$ cat src/rtl/mem_arbiter_if.sv
// Requester/memory-port bundle for mem_arbiter; no logic, no latency.
// slave = arbiter side, master = requesters plus memory store side.
// Flow control is req/gnt per requester; the memory port has no backpressure.
interface mem_arbiter_if #(
    parameter int AW = 6,
    parameter int DW = 8
);
    logic          reqA, reqB;
    logic          wrA, wrB;
    logic [AW-1:0] adrA, adrB;
    logic [DW-1:0] dinA, dinB;
    logic          gntA, gntB;
    logic [DW-1:0] doutA, doutB;
    logic          vldA, vldB;
    logic          mem_en, mem_wr;
    logic [AW-1:0] mem_AB;
    logic [DW-1:0] mem_DB;
    logic [DW-1:0] mem_Q;

    modport slave (
        input  reqA, reqB, wrA, wrB, adrA, adrB, dinA, dinB, mem_Q,
        output gntA, gntB, doutA, doutB, vldA, vldB,
               mem_en, mem_wr, mem_AB, mem_DB
    );

    modport master (
        output reqA, reqB, wrA, wrB, adrA, adrB, dinA, dinB, mem_Q,
        input  gntA, gntB, doutA, doutB, vldA, vldB,
               mem_en, mem_wr, mem_AB, mem_DB
    );
endinterface

$ cat src/rtl/mem_arbiter.sv
// Two-requester arbiter for a single-port store; MEM_ARB_RR_EN selects round-robin ties, else A priority.
// Latency: gnt and memory command 1 cycle after winning edge, read vld 2 cycles after gnt.
// Backpressure: a requester holds req until gnt; it is ineligible on the edge ending its own gnt.
module mem_arbiter (
    input  logic           Clk,
    input  logic           Rst,
    mem_arbiter_if.slave   bus
);
    logic elig_a, elig_b;
    logic pick_a, pick_b;
    logic tag1_vld, tag1_own;
    logic tag2_vld, tag2_own;

    // The gnt term stops a still-held request from being captured twice.
    assign elig_a = bus.reqA & ~bus.gntA;
    assign elig_b = bus.reqB & ~bus.gntB;

`ifdef MEM_ARB_RR_EN
    logic last_b;

    always_ff @(posedge Clk or negedge Rst) begin
        if (!Rst) begin
            last_b <= 1'b1;
        end else if (pick_a) begin
            last_b <= 1'b0;
        end else if (pick_b) begin
            last_b <= 1'b1;
        end
    end

    assign pick_a = elig_a & (~elig_b | last_b);
`else
    assign pick_a = elig_a;
`endif
    assign pick_b = elig_b & ~pick_a;

    always_ff @(posedge Clk or negedge Rst) begin
        if (!Rst) begin
            bus.gntA   <= 1'b0;
            bus.gntB   <= 1'b0;
            bus.mem_en <= 1'b0;
            bus.mem_wr <= 1'b0;
            bus.mem_AB <= '0;
            bus.mem_DB <= '0;
            tag1_vld   <= 1'b0;
            tag1_own   <= 1'b0;
            tag2_vld   <= 1'b0;
            tag2_own   <= 1'b0;
            bus.vldA   <= 1'b0;
            bus.vldB   <= 1'b0;
            bus.doutA  <= '0;
            bus.doutB  <= '0;
        end else begin
            bus.gntA   <= pick_a;
            bus.gntB   <= pick_b;
            bus.mem_en <= pick_a | pick_b;
            if (pick_a) begin
                bus.mem_wr <= bus.wrA;
                bus.mem_AB <= bus.adrA;
                bus.mem_DB <= bus.dinA;
            end else if (pick_b) begin
                bus.mem_wr <= bus.wrB;
                bus.mem_AB <= bus.adrB;
                bus.mem_DB <= bus.dinB;
            end else begin
                bus.mem_wr <= 1'b0;
            end

            // Owner tag travels alongside the store's one-cycle read latency.
            tag1_vld <= (pick_a & ~bus.wrA) | (pick_b & ~bus.wrB);
            tag1_own <= pick_b;
            tag2_vld <= tag1_vld;
            tag2_own <= tag1_own;

            bus.vldA <= tag2_vld & ~tag2_own;
            bus.vldB <= tag2_vld & tag2_own;
            if (tag2_vld && !tag2_own) begin
                bus.doutA <= bus.mem_Q;
            end
            if (tag2_vld && tag2_own) begin
                bus.doutB <= bus.mem_Q;
            end
        end
    end
endmodule

$ cat src/flat_wrapper.sv
// flat-port wrapper written by rule: the top's interface ports become plain ports
module mem_arbiter_flat 
  (Clk, Rst, bus_reqA, bus_reqB, bus_wrA, bus_wrB, bus_adrA, bus_adrB, bus_dinA, bus_dinB, bus_mem_Q, bus_gntA, bus_gntB, bus_doutA, bus_doutB, bus_vldA, bus_vldB, bus_mem_en, bus_mem_wr, bus_mem_AB, bus_mem_DB);
  mem_arbiter_if #(.AW(6), .DW(8)) bus_i ();
  input  logic Clk;
  input  logic Rst;
  input wire logic [$bits(bus_i.reqA)-1:0] bus_reqA;
  input wire logic [$bits(bus_i.reqB)-1:0] bus_reqB;
  input wire logic [$bits(bus_i.wrA)-1:0] bus_wrA;
  input wire logic [$bits(bus_i.wrB)-1:0] bus_wrB;
  input wire logic [$bits(bus_i.adrA)-1:0] bus_adrA;
  input wire logic [$bits(bus_i.adrB)-1:0] bus_adrB;
  input wire logic [$bits(bus_i.dinA)-1:0] bus_dinA;
  input wire logic [$bits(bus_i.dinB)-1:0] bus_dinB;
  input wire logic [$bits(bus_i.mem_Q)-1:0] bus_mem_Q;
  output wire logic [$bits(bus_i.gntA)-1:0] bus_gntA;
  output wire logic [$bits(bus_i.gntB)-1:0] bus_gntB;
  output wire logic [$bits(bus_i.doutA)-1:0] bus_doutA;
  output wire logic [$bits(bus_i.doutB)-1:0] bus_doutB;
  output wire logic [$bits(bus_i.vldA)-1:0] bus_vldA;
  output wire logic [$bits(bus_i.vldB)-1:0] bus_vldB;
  output wire logic [$bits(bus_i.mem_en)-1:0] bus_mem_en;
  output wire logic [$bits(bus_i.mem_wr)-1:0] bus_mem_wr;
  output wire logic [$bits(bus_i.mem_AB)-1:0] bus_mem_AB;
  output wire logic [$bits(bus_i.mem_DB)-1:0] bus_mem_DB;
  assign bus_i.reqA = bus_reqA;
  assign bus_i.reqB = bus_reqB;
  assign bus_i.wrA = bus_wrA;
  assign bus_i.wrB = bus_wrB;
  assign bus_i.adrA = bus_adrA;
  assign bus_i.adrB = bus_adrB;
  assign bus_i.dinA = bus_dinA;
  assign bus_i.dinB = bus_dinB;
  assign bus_i.mem_Q = bus_mem_Q;
  assign bus_gntA = bus_i.gntA;
  assign bus_gntB = bus_i.gntB;
  assign bus_doutA = bus_i.doutA;
  assign bus_doutB = bus_i.doutB;
  assign bus_vldA = bus_i.vldA;
  assign bus_vldB = bus_i.vldB;
  assign bus_mem_en = bus_i.mem_en;
  assign bus_mem_wr = bus_i.mem_wr;
  assign bus_mem_AB = bus_i.mem_AB;
  assign bus_mem_DB = bus_i.mem_DB;
  mem_arbiter u_core (.Clk(Clk), .Rst(Rst), .bus(bus_i));
endmodule
$ cat config.mk
export PLATFORM = sky130hd
export DESIGN_NAME = mem_arbiter_flat
export DESIGN_NICKNAME = d
export VERILOG_FILES = /design/src/rtl/mem_arbiter_if.sv /design/src/rtl/mem_arbiter.sv /design/src/flat_wrapper.sv
export SDC_FILE = /design/constraint.sdc
export NUM_CORES = 1
export LEC_CHECK = 0
export ABC_AREA = 1
export BUFFER_PORTS_ARGS = -buffer_cell sky130_fd_sc_hd__buf_2
export CAP_MARGIN = 40
export CORE_MARGIN = 2
export CORE_UTILIZATION = 30
export CTS_CLUSTER_SIZE = 20
export DETAILED_ROUTE_END_ITERATION = 6
export PLACE_DENSITY_LB_ADDON = 0.2
export SYNTH_ARGS = -nofsm -noshare
export SYNTH_HDL_FRONTEND = slang
export SYNTH_SLANG_ARGS = --single-unit
export TNS_END_PERCENT = 50
$ cat constraint.sdc
create_clock -name Clk -period 1.93 [get_ports Clk]
set_input_delay 0.0965 -clock Clk [delete_from_list [all_inputs] [get_ports Clk]]
set_output_delay 0.0965 -clock Clk [all_outputs]
set_load 0.01 [all_outputs]
After elaboration in Yosys (flattened, before gate mapping)
Index checks and enable logic that the tools add are counted.
{"block": "op_classes", "n_reduce_logical": 4, "bitwise": 15, "mux": 6}
{"cell": "two-way mux 8 bit", "count": 2}
{"cell": "two-way mux 6 bit", "count": 2}
{"cell": "AND 1 bit", "count": 7}
{"cell": "NOT 1 bit", "count": 6}
{"cell": "logical AND 1 bit", "count": 2}
{"cell": "two-way mux 1 bit", "count": 2}
{"cell": "OR 1 bit", "count": 2}
{"cell": "nonzero test 2 bit", "count": 1}
{"cell": "zero test 1 bit", "count": 1}
{"block": "word_totals", "out_inout_bits": 36, "ff_bits": 39, "input_bits": 42, "wordCells": 38}

Logic depth before layout (Yosys ltp)
Gate-level depths: netlist (run 1).
{"block": "depth", "word_depth": 6, "depth_mapped": 7}

Least setup slack after synthesis (run 1)
No wires, ideal clock.
{"block": "synth_path", "path_type": "register -> register", "start": "register u_core.bus.gntA", "end": "register u_core.bus.mem_AB[3] in the netlist's numbering", "synth_period_minus_slack_ns": 1.094, "stages_incl_launch_ff": 8, "required_time_ns": 1.813, "setup_slack_ns": 0.836, "t_arrival_ns": 0.976, "path_cell_list": "dfrtp_1 -> inv_2 -> nand2_8 -> nand2_4 -> inv_4 -> buf_6 -> nand2_1 -> nand2_1"}
{"block": "synth_via", "elab_chain_len": 5, "elab_cells_between_ends": 6, "cone_classes": "1 x mux; 4 x bitwise; 1 x reduce/logical"}
{"item": "start, declared", "line_no": "mem_arbiter_if.sv:22", "source": "output gntA, gntB, doutA, doutB, vldA, vldB,"}
{"item": "start signal, assigned", "line_no": "mem_arbiter.sv:54", "source": "bus.gntA <= pick_a;"}
{"item": "NOT 1 bit (*)", "line_no": "mem_arbiter.sv:15", "source": "assign elig_a = bus.reqA & ~bus.gntA;"}
{"item": "AND 1 bit (*)", "line_no": "mem_arbiter.sv:15"}
{"item": "NOT 1 bit", "line_no": "mem_arbiter.sv:35", "source": "assign pick_b = elig_b & ~pick_a;"}
{"item": "AND 1 bit", "line_no": "mem_arbiter.sv:35"}
{"item": "nonzero test 2 bit (no source line)"}
{"item": "end signal, assigned", "line_no": "mem_arbiter.sv:59", "source": "bus.mem_AB <= bus.adrA;"}
{"item": "end signal, assigned", "line_no": "mem_arbiter.sv:63", "source": "bus.mem_AB <= bus.adrB;"}
{"item": "end, declared", "line_no": "mem_arbiter_if.sv:23", "source": "mem_en, mem_wr, mem_AB, mem_DB"}
Mark *: on every way between the ends. The rest lies on a longest branch, timed or not.
A chain may end at the register's enable or synchronous reset.

Worst setup path in the final report (run 1)
{"block": "layout_path", "start": "register u_core.bus.gntA", "end": "register u_core.bus.mem_DB[0] in the netlist's numbering"}
{"block": "layout_via", "elab_chain_len": 5, "elab_cells_between_ends": 6, "cone_classes": "1 x mux; 4 x bitwise; 1 x reduce/logical"}
{"item": "NOT 1 bit (*)", "line_no": "mem_arbiter.sv:15"}
{"item": "AND 1 bit (*)", "line_no": "mem_arbiter.sv:15"}
{"item": "NOT 1 bit", "line_no": "mem_arbiter.sv:35"}
{"item": "AND 1 bit", "line_no": "mem_arbiter.sv:35"}
{"item": "nonzero test 2 bit (no source line)"}
{"item": "end signal, assigned", "line_no": "mem_arbiter.sv:60", "source": "bus.mem_DB <= bus.dinA;"}
{"item": "end signal, assigned", "line_no": "mem_arbiter.sv:64", "source": "bus.mem_DB <= bus.dinB;"}
{"item": "end, declared", "line_no": "mem_arbiter_if.sv:23"}
Marks and branches as above.

==> results of run 1 <==
cell usage in the layout, fill, tap and decap left out, drive strengths merged:
master,n
buf,79
nand3,28
nor2,2
nand2,68
inv,45
clkbuf,6
clkinv,1
o21ai,16
dfrtp,39
dlygate4sd3,1
or2,1
bufinv,1
worst paths after layout:
path,endpoint,from,slack [ns],cells after the start
max in group asynchronous,u_core.bus.doutB[6]$_DFFE_PN0P_,Rst,1.21,3
min in group asynchronous,u_core.bus.vldA$_DFF_PN0_,Rst,0.39,3
max reg2reg,u_core.bus.mem_DB[0]$_DFFE_PN0P_,u_core.bus.gntA$_DFF_PN0_,0.59,6
max,u_core.bus.mem_DB[0]$_DFFE_PN0P_,u_core.bus.gntA$_DFF_PN0_,0.59,6
min reg2reg,u_core.tag2_vld$_DFF_PN0_,u_core.tag1_vld$_DFF_PN0_,0.35,0
min,u_core.bus.mem_wr$_DFF_PN0_,bus_wrB,0.04,3
power groups by stage:
stage / registers [uW] / clock network [uW] / logic (uW)
final: 1050 / 694 / 534
after floorplan: 1130 / 0 / 239
after CTS: 1050 / 715 / 545
after global placement: 1070 / 0 / 534
after global routing: 1070 / 748 / 611
after detailed placement: 1060 / 0 / 544
metrics by stage:
step                utilization, %  cell area (sq um)
finish                        41.2               2310
floorplan                        -               1770
CTS                           41.2               2310
global route                  41.2               2310
detailed placement            38.9               2180
global placement              38.9               2180
flip-flops by register name, indices dropped and copies added, names as in the netlist, 6 cells and up:
signal,count
u_core.bus.doutA,8
u_core.bus.doutB,8
u_core.bus.mem_DB,8
u_core.bus.mem_AB,6
critical path, stage by stage, from the launching register on:
cell and delay, ns:
dfrtp_1 0.39, inv_2 0.23, nand2_8 0.15, nand2_4 0.20
inv_4 0.12, nand2_1 0.08, nand2_1 0.05
cell families after synthesis:
logic type      after synthesis  synth area share, %
buf+inv                      54                 14.1
compound gates               16                 6.22
flops                        39                 55.1
simple gates                 99                 24.6
layer usage:
metal	track usage, %	vias up
met3	4.11	5
li1	-	780
met4	4.41	0
met1	16.2	621
met5	0	-
met2	19.3	65
layout make-up:
type	instances	area, sq um	share of cell area, %
Clock buffer	6	82.6	3.57
Inverter	45	171	7.42
Sequential cell	39	976	42.2
Clock inverter	2	35.0	1.52
Multi-Input combinational cell	115	546	23.6
Tap cell	72	90.1	3.90
Timing Repair Buffer	80	410	17.8
==> summary.md, run 1 <==
| Metric | Value |
|---|---|
| Diode count | `0` |
| Post-CTS resize count | `0` |
| Post-Layout Cell Count | `359` |
| Post-CTS setup buffers | `0` |
| Layout net count | `328` |
| DR pass1 iterations | `4` |
| Chip height | `80.8 um` |
| Synth Flop Type | `dfrtp_1` |
| Max-cap viol count | `0` |
| Grt ovf | `0` |
| Crit path DAT | `1.51 ns` |
| Worst-path clk slew | `0.08 ns` |
| Final min period | `1.34 ns` |
| Critical path peak fanout | `18` |
| Post-synth EDFFs | `0` |
| Post-layout power | `2280 uW` |
| Yosys cell types | `17` |
| Die Wd | `80.8 um` |
| CP endpoint kind | `flip-flop` |
| LEAKAGE | `0.00140 uW` |
| Startpoint Class | `flip-flop` |
| Hold WC Path Type | `primary input to flip-flop` |
| Antenna violations before repair | `0` |
| Final ANT Viol Nets | `0` |
| Worst-skew pair later-pin latency | `0.29 ns` |
| Synth top area share | `55.1%` |
| Pre-CTS WS | `0.601 ns` |
| Critical path data required time | `2.11 ns` |
| Switching share of power | `29.1%` |
| Mapped Avg Cell Area | `8.51 sq um` |
| GRT Util Overall | `12.4%` |
| Vias in the first global route | `1,431` |
| Most frequent cell after synthesis | `nand2_1` |
| FMAX | `0.749 GHz` |
| PwrDens | `985 nW/um^2` |
| Share of power burned in registers | `46.0%` |
| Placed wire-length estimate after detailed placement | `2.79 mm` |
| Peak VDD IR | `0.370 mV` |
| Hold_ws | `0.0352 ns` |
| Cell total after placement | `350` |
| Share of layout cells above drive strength 1 | `34.8%` |
| Clock skew | `0.00475 ns` |
| Top cells by area, synth | `dfrtp_1 (55%), nand2_1 (14%), inv_1 (9.1%)` |
| Die area | `6530 sq um` |
| Setup_tns | `0 ns` |
| Async S/R FF share, synth | `100%` |
| Vias/cell | `4.10` |
| Met1 Routed Length | `1.77 mm` |
| Core Area | `5610 sq um` |
| Top cells by count, synth | `nand2_1 (65), inv_1 (43), dfrtp_1 (39)` |
| Filler instances | `598` |
| Largest net degree at the start of global routing | `40` |
| Clock sink count | `39` |
| Met3 WL | `345 um` |
| Routed via count | `1,471` |
| Post-Syn Nets | `250` |
| Synth area leader | `dfrtp_1` |
| Yosys reg bits | `39` |
| Outcome | `completed` |
| Post-CTS Hold Fix Bufs | `1` |
| Worst setup margin | `0.594 ns` |
| Clk network pwr share | `30.5%` |
| RSZ-0062 raised after global routing | `false` |
| Net Switching | `662 uW` |
| Cell internal pwr | `1610 uW` |
| Top-Level Pins | `78` |
| Top sig layer | `met4` |
| Combinational group share of total power | `23.5%` |
| Worst slew margin | `67.6%` |
| Sequential fraction of the synthesis area | `55.1%` |
| # rows | `27` |
| Final setup viols | `0` |
| Synth Instances | `208` |
| CP Class | `flip-flop to flip-flop` |
| Least-Margin Pin Slew | `0.485 ns` |
| CTS max path bufs | `2` |
| Initial Util | `31.6%` |
| Drt total wl | `3.77 mm` |
| Tcrit/Tclk final | `69.2%` |
| WL met2 | `1.60 mm` |
| CTS tree | `done` |
| Final hold vios | `0` |
| Drt wl/cell | `10.5 um` |
| Layout area overhead | `30.5%` |
| GP Congestion | `0.744` |
| Residual DRC | `0` |
| Yosys warns | `0` |
| Slew Limit Fails | `0` |
| # H-tree levels | `2` |
| Cts bufs inserted | `5` |
| I/O Buffers | `77` |
| Initial DRC count | `39` |
| Mapped cell area | `1770 sq um` |
| Root Buffer | `clkbuf_8` |
| First-pass GRT wire length | `6.27 mm` |
Power figures use the tool's default switching activity.
==> inputs of run 2 (changes only) <==
- clock period: 1.93 -> 1.1 ns (I/O delays scaled with it)
==> run 2 against run 1 <==
Clock skew increased by 0.0021 ns. Global-route usage increased by 0.36 points. Die area unchanged. Core utilization increased by 2.1 points. Register-to-register slack got worse by 0.52 ns. Via count increased by 2.7%. Clock-buffer cell count unchanged. Power increased by 67%. Cell count increased by 2.5%.
==> summary.md, run 2 (synthesized netlist as in run 1, its figures left out) <==
| Metric | Value |
|---|---|
| Outcome | `completed (unchanged)` |
| Met3 WL | `320 um (was 345 um)` |
| I/O Buffers | `77 (unchanged)` |
| Least-Margin Pin Slew | `0.379 ns (was 0.485 ns)` |
| Top sig layer | `met4 (unchanged)` |
| First-pass GRT wire length | `6.34 mm (was 6.27 mm)` |
| LEAKAGE | `0.00146 uW (was 0.00140 uW)` |
| Critical path data required time | `1.27 ns (was 2.11 ns)` |
| Chip height | `80.8 um (unchanged)` |
| Pre-CTS WS | `0.0685 ns (was 0.601 ns)` |
| GP Congestion | `0.781 (was 0.744)` |
| Placed wire-length estimate after detailed placement | `2.91 mm (was 2.79 mm)` |
| Filler instances | `584 (was 598)` |
| DR pass1 iterations | `4 (unchanged)` |
| CP Class | `flip-flop to flip-flop (unchanged)` |
| Routed via count | `1,510 (was 1,471)` |
| FMAX | `0.972 GHz (was 0.749 GHz)` |
| Slew Limit Fails | `0 (unchanged)` |
| Max-cap viol count | `0 (unchanged)` |
| Hold WC Path Type | `primary input to flip-flop (unchanged)` |
| # rows | `27 (unchanged)` |
| Crit path DAT | `1.20 ns (was 1.51 ns)` |
| CTS max path bufs | `2 (unchanged)` |
| Drt wl/cell | `10.6 um (was 10.5 um)` |
| R2R depth | `4 (was 6)` |
| Final ANT Viol Nets | `0 (unchanged)` |
| Die area | `6530 sq um (unchanged)` |
| GRT Util Overall | `12.8% (was 12.4%)` |
| Layout area overhead | `37.2% (was 30.5%)` |
| Register area | `976 sq um (unchanged)` |
| PwrDens | `1570 nW/um^2 (was 985 nW/um^2)` |
| Clock skew | `0.00681 ns (was 0.00475 ns)` |
| Share of layout cells above drive strength 1 | `36.8% (was 34.8%)` |
| Final setup viols | `0 (unchanged)` |
| # H-tree levels | `2 (unchanged)` |
| Worst-skew pair later-pin latency | `0.28 ns (was 0.29 ns)` |
| Drt total wl | `3.90 mm (was 3.77 mm)` |
| Biggest regs | `u_core.bus.doutA x8, u_core.bus.doutB x8, u_core.bus.mem_DB x8 (unchanged)` |
| Tcrit/Tclk final | `93.5% (was 69.2%)` |
| Antenna violations before repair | `0 (unchanged)` |
| Grt ovf | `0 (unchanged)` |
| Post-layout power | `3810 uW (was 2280 uW)` |
| Worst Hold Depth | `3 (unchanged)` |
| Multi-input logic area | `559 sq um (was 546 sq um)` |
| CTS tree | `done (unchanged)` |
| Die Wd | `80.8 um (unchanged)` |
| Core Area | `5610 sq um (unchanged)` |
| Final hold vios | `0 (unchanged)` |
| Vias/cell | `4.10 (about the same)` |
| Most frequent cells in the layout | `buf_2 (77), nand2_1 (65), inv_1 (43), dfrtp_1 (39), nand3_1 (27) (was buf_2 (77), nand2_1 (65), inv_1 (43), dfrtp_1 (39), nand3_1 (28))` |
| Initial DRC count | `33 (was 39)` |
| Worst slew margin | `74.8% (was 67.6%)` |
| Initial Util | `31.6% (unchanged)` |
| Worst-path clk slew | `0.07 ns (was 0.08 ns)` |
| Largest net degree at the start of global routing | `25 (was 40)` |
| Peak VDD IR | `0.669 mV (was 0.370 mV)` |
| Worst setup margin | `0.0715 ns (was 0.594 ns)` |
| Met1 Routed Length | `1.85 mm (was 1.77 mm)` |
| Cts bufs inserted | `5 (unchanged)` |
| Clock sink count | `39 (unchanged)` |
| Residual DRC | `0 (unchanged)` |
| Hold_ws | `0.00941 ns (was 0.0352 ns)` |
| Commonest non-fill, non-tap cell in the layout | `buf_2 (unchanged)` |
| Layout net count | `338 (was 328)` |
| Vias in the first global route | `1,369 (was 1,431)` |
| WL met2 | `1.67 mm (was 1.60 mm)` |
| Diode count | `0 (unchanged)` |
| Startpoint Class | `flip-flop (unchanged)` |
| Top-Level Pins | `78 (unchanged)` |
| CP endpoint kind | `flip-flop (unchanged)` |
| Root Buffer | `clkbuf_8 (unchanged)` |
| Critical path peak fanout | `17 (was 18)` |
| Final min period | `1.03 ns (was 1.34 ns)` |
## run 2: per-stage QoR
step	utilization (%)	TNS (ns)	cell area (sq um)	cells
2_1_floorplan	-	0	1770	208
3_3_place_gp	40.6	0	2280	356
3_5_place_dp	40.6	0	2280	356
4_1_cts	42.5	0	2390	365
5_1_grt	43.3	-0.000161	2430	368
6_report	43.3	0	2430	368
## run 2: critical path: stages, from the launching register on
cell and delay (ns):
dfrtp_1 0.37, or2_1 0.26, buf_12 0.16, nand2_1 0.07, o21ai_2 0.05
## run 2: report_power, final
group / total, uW / internal (uW) / switching (uW)
sequential: 1830 / 1700 / 131
clock: 952 / 491 / 461
combinational: 1030 / 463 / 562
total: 3810 / 2660 / 1150
## run 2: worst paths after layout
path                                      startpoint                               end  slack (ns)
max                        u_core.tag2_own$_DFF_PN0_   u_core.bus.doutA[7]$_DFFE_PN0P_        0.07
min                                          bus_wrA       u_core.bus.mem_wr$_DFF_PN0_       0.009
max reg2reg                u_core.tag2_own$_DFF_PN0_   u_core.bus.doutA[7]$_DFFE_PN0P_        0.07
min reg2reg                u_core.tag1_vld$_DFF_PN0_         u_core.tag2_vld$_DFF_PN0_        0.35
max in group asynchronous                        Rst  u_core.bus.mem_AB[4]$_DFFE_PN0P_        0.43
min in group asynchronous                        Rst   u_core.bus.doutA[1]$_DFFE_PN0P_        0.22
## run 2: routing by layer
layer	up-vias	GRT usage, %
li1	791	-
met1	655	17.2
met2	59	19.2
met3	5	4.56
met4	0	4.07
met5	-	0
## run 2: layout make-up
type / count / share of cell area, %
multi-input cells: 115 / 23.0
well taps: 72 / 3.71
clock inverters: 1 / 0.206
repair buffers: 90 / 22.5
flip-flops and latches: 39 / 40.2
clock buffers: 6 / 3.40
inverters: 45 / 7.05
## run 2: repair_timing
action / in CTS / in global routing
endpoints found under the setup margin: 0 / 14
hold endpoints to repair: 16 / 0
setup buffers: 0 / 3
hold buffers: 2 / 0
gates resized for setup: 0 / 4
